### src/rtl/wb_regfile_scoreboard_if.sv
// Writeback / decode bundle for the register file with pending-write scoreboard.
//   master : pipeline side. Drives writeback (wb_*), read addresses (rs*_addr),
//            issue (iss_*) and flush. Samples read data, iss_ready, stall, err_uflow.
//   slave  : register file side. It is the opposite direction of every signal.
interface wb_regfile_scoreboard_if #(
  parameter int XLEN = 32,
  parameter int AW   = 5
);
  logic            wb_we;
  logic [AW-1:0]   wb_rd;
  logic [XLEN-1:0] wb_data;
  logic [AW-1:0]   rs1_addr;
  logic [AW-1:0]   rs2_addr;
  logic [XLEN-1:0] rs1_data;
  logic [XLEN-1:0] rs2_data;
  logic            iss_valid;
  logic            iss_we;
  logic [AW-1:0]   iss_rd;
  logic            iss_ready;
  logic            stall;
  logic            flush;
  logic            err_uflow;

  modport master (
    output wb_we, wb_rd, wb_data, rs1_addr, rs2_addr,
           iss_valid, iss_we, iss_rd, flush,
    input  rs1_data, rs2_data, iss_ready, stall, err_uflow
  );

  modport slave (
    input  wb_we, wb_rd, wb_data, rs1_addr, rs2_addr,
           iss_valid, iss_we, iss_rd, flush,
    output rs1_data, rs2_data, iss_ready, stall, err_uflow
  );
endinterface

### src/rtl/wb_regfile_scoreboard.sv
// Integer register file plus a per-register pending-write scoreboard.
// Writebacks update the file at the clock edge. Both read ports are
// combinational and forward a same-cycle writeback. A small counter per
// register tracks the writers that decode has issued and that have not yet
// written back. Decode stalls while a source register is still pending.
// Ports:
//   clk  : rising-edge clock
//   rst  : asynchronous active-high reset. It clears registers, counters and err_uflow.
//   bus  : slave side of wb_regfile_scoreboard_if. It carries the writeback, read,
//          issue and flush signals. Its outputs are rs1/rs2_data, iss_ready, stall
//          and err_uflow.
module wb_regfile_scoreboard #(
  parameter int XLEN   = 32,
  parameter int NREG   = 32,
  parameter int PEND_W = 2
) (
  input  logic                    clk,
  input  logic                    rst,
  wb_regfile_scoreboard_if.slave  bus
);
  localparam int AW = $clog2(NREG);
  localparam logic [PEND_W-1:0] CNT_MAX = {PEND_W{1'b1}};
  localparam logic [PEND_W-1:0] CNT_ONE = {{(PEND_W-1){1'b0}}, 1'b1};

  // Local copies of the interface inputs keep the logic below readable.
  logic            wb_we;
  logic [AW-1:0]   wb_rd;
  logic [XLEN-1:0] wb_data;
  logic [AW-1:0]   rs1_addr;
  logic [AW-1:0]   rs2_addr;
  logic            iss_valid;
  logic            iss_we;
  logic [AW-1:0]   iss_rd;
  logic            flush;

  assign wb_we     = bus.wb_we;
  assign wb_rd     = bus.wb_rd;
  assign wb_data   = bus.wb_data;
  assign rs1_addr  = bus.rs1_addr;
  assign rs2_addr  = bus.rs2_addr;
  assign iss_valid = bus.iss_valid;
  assign iss_we    = bus.iss_we;
  assign iss_rd    = bus.iss_rd;
  assign flush     = bus.flush;

  logic [XLEN-1:0]   regs_q [NREG];
  logic [PEND_W-1:0] cnt_q  [NREG];
  logic [NREG-1:0]   uflow;
  logic              iss_ready;
  logic              iss_fire;
  logic [PEND_W-1:0] iss_cnt;
  logic              err_uflow_reg;

  // A saturated destination can still accept an issue when a writeback
  // retires one of its writers in the same cycle.
  assign iss_cnt   = cnt_q[iss_rd];
  assign iss_ready = !(iss_we && (iss_rd != '0) && (iss_cnt == CNT_MAX)
                       && !(wb_we && (wb_rd == iss_rd)));
  assign iss_fire  = iss_valid && iss_we && iss_ready;

  for (genvar gi = 0; gi < NREG; gi++) begin : g_reg
    if (gi == 0) begin : g_x0
      assign regs_q[gi] = '0;
      assign cnt_q[gi]  = '0;
      assign uflow[gi]  = 1'b0;
    end else begin : g_xn
      logic [XLEN-1:0]   data_reg;
      logic [PEND_W-1:0] cnt_reg;
      logic [PEND_W-1:0] cnt_next;
      logic              uflow_next;
      logic              inc;
      logic              dec;

      assign inc = iss_fire && (iss_rd == AW'(gi));
      assign dec = wb_we && (wb_rd == AW'(gi));

      // An issue and a writeback in the same cycle cancel out. This holds
      // even from zero, because the writer completes in the cycle it issues.
      always_comb begin
        cnt_next   = cnt_reg;
        uflow_next = 1'b0;
        if (flush) begin
          cnt_next = '0;
        end else if (inc && !dec) begin
          cnt_next = cnt_reg + CNT_ONE;
        end else if (dec && !inc) begin
          if (cnt_reg == '0) uflow_next = 1'b1;
          else               cnt_next   = cnt_reg - CNT_ONE;
        end
      end

      always_ff @(posedge clk or posedge rst) begin
        if (rst) begin
          data_reg <= '0;
          cnt_reg  <= '0;
        end else begin
          if (dec) data_reg <= wb_data;
          cnt_reg <= cnt_next;
        end
      end

      assign regs_q[gi] = data_reg;
      assign cnt_q[gi]  = cnt_reg;
      assign uflow[gi]  = uflow_next;
    end
  end

  always_ff @(posedge clk or posedge rst) begin
    if (rst)         err_uflow_reg <= 1'b0;
    else if (|uflow) err_uflow_reg <= 1'b1;
  end

  // A register stops being busy in the cycle its last pending writer
  // writes back, because the read port forwards that data.
  logic [PEND_W-1:0] cnt_rs1;
  logic [PEND_W-1:0] cnt_rs2;
  logic              busy_rs1;
  logic              busy_rs2;

  assign cnt_rs1  = cnt_q[rs1_addr];
  assign cnt_rs2  = cnt_q[rs2_addr];
  assign busy_rs1 = (rs1_addr != '0) && (cnt_rs1 != '0)
                    && !(wb_we && (wb_rd == rs1_addr) && (cnt_rs1 == CNT_ONE));
  assign busy_rs2 = (rs2_addr != '0) && (cnt_rs2 != '0)
                    && !(wb_we && (wb_rd == rs2_addr) && (cnt_rs2 == CNT_ONE));

  logic [XLEN-1:0] rs1_val;
  logic [XLEN-1:0] rs2_val;

  always_comb begin
    rs1_val = regs_q[rs1_addr];
    if (rs1_addr == '0)                       rs1_val = '0;
    else if (wb_we && (wb_rd == rs1_addr))    rs1_val = wb_data;
  end

  always_comb begin
    rs2_val = regs_q[rs2_addr];
    if (rs2_addr == '0)                       rs2_val = '0;
    else if (wb_we && (wb_rd == rs2_addr))    rs2_val = wb_data;
  end

  assign bus.rs1_data  = rs1_val;
  assign bus.rs2_data  = rs2_val;
  assign bus.iss_ready = iss_ready;
  assign bus.stall     = busy_rs1 || busy_rs2;
  assign bus.err_uflow = err_uflow_reg;
endmodule

### src/flat_wrapper.sv
// flat-port wrapper written by rule: the top's interface ports become plain ports
module wb_regfile_scoreboard_flat 
#(
  parameter int XLEN   = 32,
  parameter int NREG   = 32,
  parameter int PEND_W = 2
)
  (clk, rst, bus_wb_we, bus_wb_rd, bus_wb_data, bus_rs1_addr, bus_rs2_addr, bus_iss_valid, bus_iss_we, bus_iss_rd, bus_flush, bus_rs1_data, bus_rs2_data, bus_iss_ready, bus_stall, bus_err_uflow);
  wb_regfile_scoreboard_if #(.XLEN(XLEN)) bus_i ();
  input  logic clk;
  input  logic rst;
  input wire logic [$bits(bus_i.wb_we)-1:0] bus_wb_we;
  input wire logic [$bits(bus_i.wb_rd)-1:0] bus_wb_rd;
  input wire logic [$bits(bus_i.wb_data)-1:0] bus_wb_data;
  input wire logic [$bits(bus_i.rs1_addr)-1:0] bus_rs1_addr;
  input wire logic [$bits(bus_i.rs2_addr)-1:0] bus_rs2_addr;
  input wire logic [$bits(bus_i.iss_valid)-1:0] bus_iss_valid;
  input wire logic [$bits(bus_i.iss_we)-1:0] bus_iss_we;
  input wire logic [$bits(bus_i.iss_rd)-1:0] bus_iss_rd;
  input wire logic [$bits(bus_i.flush)-1:0] bus_flush;
  output wire logic [$bits(bus_i.rs1_data)-1:0] bus_rs1_data;
  output wire logic [$bits(bus_i.rs2_data)-1:0] bus_rs2_data;
  output wire logic [$bits(bus_i.iss_ready)-1:0] bus_iss_ready;
  output wire logic [$bits(bus_i.stall)-1:0] bus_stall;
  output wire logic [$bits(bus_i.err_uflow)-1:0] bus_err_uflow;
  assign bus_i.wb_we = bus_wb_we;
  assign bus_i.wb_rd = bus_wb_rd;
  assign bus_i.wb_data = bus_wb_data;
  assign bus_i.rs1_addr = bus_rs1_addr;
  assign bus_i.rs2_addr = bus_rs2_addr;
  assign bus_i.iss_valid = bus_iss_valid;
  assign bus_i.iss_we = bus_iss_we;
  assign bus_i.iss_rd = bus_iss_rd;
  assign bus_i.flush = bus_flush;
  assign bus_rs1_data = bus_i.rs1_data;
  assign bus_rs2_data = bus_i.rs2_data;
  assign bus_iss_ready = bus_i.iss_ready;
  assign bus_stall = bus_i.stall;
  assign bus_err_uflow = bus_i.err_uflow;
  wb_regfile_scoreboard #(.XLEN(XLEN), .NREG(NREG), .PEND_W(PEND_W)) u_core (.clk(clk), .rst(rst), .bus(bus_i));
endmodule
### config.mk
export PLATFORM = sky130hd
export DESIGN_NAME = wb_regfile_scoreboard_flat
export DESIGN_NICKNAME = d
export VERILOG_FILES = /design/src/rtl/wb_regfile_scoreboard_if.sv /design/src/rtl/wb_regfile_scoreboard.sv /design/src/flat_wrapper.sv
export SDC_FILE = /design/constraint.sdc
export NUM_CORES = 2
export LEC_CHECK = 0
export CELL_PAD_IN_SITES_DETAIL_PLACEMENT = 1
export CELL_PAD_IN_SITES_GLOBAL_PLACEMENT = 1
export CORE_MARGIN = 5
export CORE_UTILIZATION = 57
export DETAILED_ROUTE_END_ITERATION = 7
export PLACE_DENSITY_LB_ADDON = 0.2
export SYNTH_ARGS = -nofsm -noshare
export SYNTH_HDL_FRONTEND = slang
export SYNTH_SLANG_ARGS = --single-unit
### constraint.sdc
create_clock -name clk -period 58.3 [get_ports clk]
set_input_delay 8.745 -clock clk [delete_from_list [all_inputs] [get_ports clk]]
set_output_delay 8.745 -clock clk [all_outputs]
set_load 0.1 [all_outputs]
==> results.txt <==
----------------------------------------------------
[Detailed routing]
  Remaining design rule violation count ... 0
  Via density ... 7.37
  Antenna Nets Post-Route ... 0
  Total number of vias ... 42,315
  TritonRoute pass-1 iters ... 5
  Final wirelength ... 209,000 µm
  Number of DRC violations after detailed-routing iteration 0 ... 4,318
  Routed wire length per instance ... 36.3 µm

[Worst setup path]
  Number of cells on the critical path ... 11
  Startpoint type of the worst setup path ... input port
  Critical path endpoint ... bus_rs2_data[30]
  FF-to-FF setup slack ... 55,350 ps
  Crit Path Category ... input port to output port
  Critical R2R Launch ... u_core.g_reg[16].g_xn.cnt_reg[0]
  Number of cells traversed by the worst register-to-register path ... 8
  Startpoint of the worst setup timing path ... bus_rs2_addr[0]
  Maximum net fanout on the critical path ... 57
  Critical Path Sink Type ... output port
  Crit Reg-Reg Endpoint ... u_core.g_reg[30].g_xn.cnt_reg[0]
  Most used cell along the critical path ... sky130_fd_sc_hd__buf_4
  Data arrival time at the worst-slack endpoint ... 14,510 ps
  Dominant delay contributor by cell family on the critical path ... buffers and inverters
  CP max-delay cell ... sky130_fd_sc_hd__clkdlybuf4s50_1
  Cells traversed along the worst timing path ... buf_8, buf_4, buf_4, buf_4, mux4_2, mux4_2, mux2i_1, nor2_1, a21oi_1, nor2_1, clkdlybuf4s50_1
  Largest stage delay on the critical path ... 1010 ps
  Required time at the endpoint of the critical path ... 49,560 ps
  Critical path buffers and inverters ... 5

[Layout]
  Share of cells above drive strength 1 ... 42.6%
  Final Net Count ... 4,325
  Fill cell total of the finished layout ... 9,461
  Design area ... 65,500 µm²
  Flip-flop count of the largest register after layout ... 992
  Syn-to-layout area delta ... 10.5%

[Timing]
  Achievable Freq ... 0.0430 GHz
  Slew of the pin with the lowest slew margin ... 1310 ps
  Setup repair after global routing missed its margin ... no
  Number of slew-limit violations in the final report ... 0
  Count of final setup violators ... 0
  Min Clock Period, post-route ... 23,260 ps
  Setup TNS Final ... 0 ps
  Setup slack after layout ... 35,040 ps
  Count of final hold-check violations ... 0
  Clock tree skew after final layout ... 16.9 ps
  Crit share post-route ... 39.9%
  Slew Limit Headroom ... 12.5%

[Logic synthesis]
  Post-synth EDFFs ... 0
  Library cells used by synthesis ... 71
  Most frequent cell after synthesis ... sky130_fd_sc_hd__dfrtp_1
  Per-instance average area after synthesis ... 13.5 µm²
  Cell Area, Synth ... 59,300 µm²
  Share of the synthesized area in the top cell type ... 44.5%
  Share of synthesized flip-flops with an asynchronous set or reset ... 100%
  Total of flip-flops plus latches after synthesis ... 1,055
  Top post-synthesis cells by count ... 1,055 x sky130_fd_sc_hd__dfrtp_1, 902 x sky130_fd_sc_hd__mux2_2, 602 x sky130_fd_sc_hd__mux4_2
  Leading area contributor after synthesis ... sky130_fd_sc_hd__dfrtp_1
  Post-Syn Nets ... 4,447
  Post-synth top flop ... sky130_fd_sc_hd__dfrtp_1
  Number of standard cells after synthesis ... 4,389
  Synthesis warning total ... 0
  Proportion of synthesized chip area in sequential cells ... 44.5%
  Dominant cells by area after synthesis ... sky130_fd_sc_hd__dfrtp_1 45%, sky130_fd_sc_hd__mux4_2 23%, sky130_fd_sc_hd__mux2_2 17%, sky130_fd_sc_hd__nand2_1 3.3%, sky130_fd_sc_hd__clkbuf_1 2.1%

[Floorplan]
  Die X ... 332 µm
  Number of top-level pins ... 125
  Cell Rows ... 118
  Initial core utilization ... 57.3%
  Core Area ... 103,000 µm²
  Area enclosed by the die boundary ... 111,000 µm²
  Chip height ... 332 µm

[Global route]
  Pin count of the biggest net entering global routing ... 165
  Antenna violations before repair ... 4
  Vias in the first global route ... 46,769
  Total global routing overflow ... 0
  Combined global-route utilization of all metal layers ... 37.7%
  Wire length of the first global-routing pass ... 314,000 µm

[Outcome]
  Status ... finished, final reports clean

[Placed design]
  Minimum setup slack after placement ... 34,940 ps
  Count of port buffers added during placement ... 124
  Cell area after placement ... 61,400 µm²
  Post-DP HPWL ... 109,000 µm
  Final Wtd Congestion ... 0.889

[Clock tree]
  Insertion delay of the later-clocked pin in the worst-skew pair ... 720 ps
  Maximum level of the CTS H-tree ... 3
  Sink Count ... 1,055
  Clock-pin slew on the worst setup and hold paths ... 60 ps
  Number of hold buffers added after CTS ... 0
  Post_cts resized ... 0
  Maximum number of buffers from clock root to sink ... 3
  Number of post-CTS setup repair buffers ... 0
  Cts bufs inserted ... 111
  Cell at the root of the clock tree ... sky130_fd_sc_hd__clkbuf_16
  CTS tree ... done

[Job]
  Maximum capacitance violations ... 0

[Power and ir drop]
  Leakage component of the power ... 28.5 nW
  P per Cell Area ... 35.6 nW/µm²
  Fraction of power spent switching nets ... 30.5%
  Worst-case vdd ir drop ... 0.0000323 V
  Reg power frac ... 42.1%
  Switching component of the power ... 0.711 mW
  Combinational cell fraction of total power ... 23.8%
  Internal power ... 1.62 mW
  Fraction of power consumed by the clock network ... 34.1%

[Hold path]
  Path class of the lowest-slack min-delay path ... flop to flop

----------------------------------------------------
how the worst min path moves through the flow:
stage / from / end / slack [ps] / cells after the start
detailed placement: u_core.g_reg[25].g_xn.data_reg[17] / u_core.g_reg[25].g_xn.data_reg[17] / 480 / 2
global route: u_core.g_reg[20].g_xn.data_reg[31] / u_core.g_reg[20].g_xn.data_reg[31] / 520 / 2
global placement: u_core.g_reg[25].g_xn.data_reg[29] / u_core.g_reg[25].g_xn.data_reg[29] / 470 / 2
CTS: u_core.g_reg[25].g_xn.data_reg[17] / u_core.g_reg[25].g_xn.data_reg[17] / 500 / 2
floorplan: u_core.g_reg[25].g_xn.data_reg[10] / u_core.g_reg[25].g_xn.data_reg[10] / 460 / 2
finish: u_core.g_reg[25].g_xn.data_reg[17] / u_core.g_reg[25].g_xn.data_reg[17] / 510 / 2
placed cells by master, fill, tap and decap left out, types with 23 or more instances in the layout:
cell and count:
sky130_fd_sc_hd__o21a_1 23, sky130_fd_sc_hd__nor2_1 205, sky130_fd_sc_hd__clkdlybuf4s50_1 113, sky130_fd_sc_hd__dfrtp_1 1055
sky130_fd_sc_hd__mux2i_1 51, sky130_fd_sc_hd__a22o_1 54, sky130_fd_sc_hd__a21oi_1 107, sky130_fd_sc_hd__nor3_1 69
sky130_fd_sc_hd__buf_4 86, sky130_fd_sc_hd__a211oi_1 36, sky130_fd_sc_hd__o21ai_0 43, sky130_fd_sc_hd__clkbuf_8 32
sky130_fd_sc_hd__nand2_1 506, sky130_fd_sc_hd__clkbuf_16 114, sky130_fd_sc_hd__mux4_2 602, sky130_fd_sc_hd__mux2_2 902
layer usage:
metal / part of all wire, % / global-route usage [%] / routed length, µm
met5: 0.013 / 0 / 27
met4: 6.0 / 19.5 / 12500
met3: 8.5 / 8.31 / 17800
met2: 48 / 61.0 / 101000
met1: 37 / 48.6 / 77500
logic make-up after synthesis:
family	synth area share, %
compound gates	4.06
simple gates	6.81
mux	41.2
buf+inv	3.13
xor+xnor	0.266
flops	44.5
tightest hold or removal path, cell delays in order, from the launching register on:
cell                      delay, ps
sky130_fd_sc_hd__dfrtp_1        360
sky130_fd_sc_hd__nand2_1         60
sky130_fd_sc_hd__nand2_1         60
layout make-up:
class                   instances  area [µm²]  area share [%]
multi-input cells            2878       31300            47.8
flip-flops and latches       1055       26400            40.3
clock buffers                 158        3340            5.10
repair buffers                212        1980            3.02
well taps                    1380        1730            2.64
clock inverters                50         728            1.11
inverters                       9        41.3          0.0630
diodes                          3        7.51          0.0115
power by group through the flow:
stage / Combinational, mW / Clock [mW] / Sequential [mW]
2_1_floorplan: 0.433 / 0 / 0.943
3_3_place_gp: 0.524 / 0 / 0.964
3_5_place_dp: 0.545 / 0 / 0.981
4_1_cts: 0.555 / 0.801 / 0.974
5_1_grt: 0.587 / 0.833 / 0.991
6_report: 0.555 / 0.794 / 0.981
stage by stage:
stage                     util, %  total power [mW]  hold WS, ps  instances
after global placement       59.5              1.49          473       5534
after detailed placement     59.5              1.53          484       5534
after CTS                    63.4              2.33          499       5742
after global routing         63.4              2.41          524       5743
after floorplan                 -              1.38          458       4389
final                        63.4              2.33          508       5745
(Power assumes the default switching activity.)
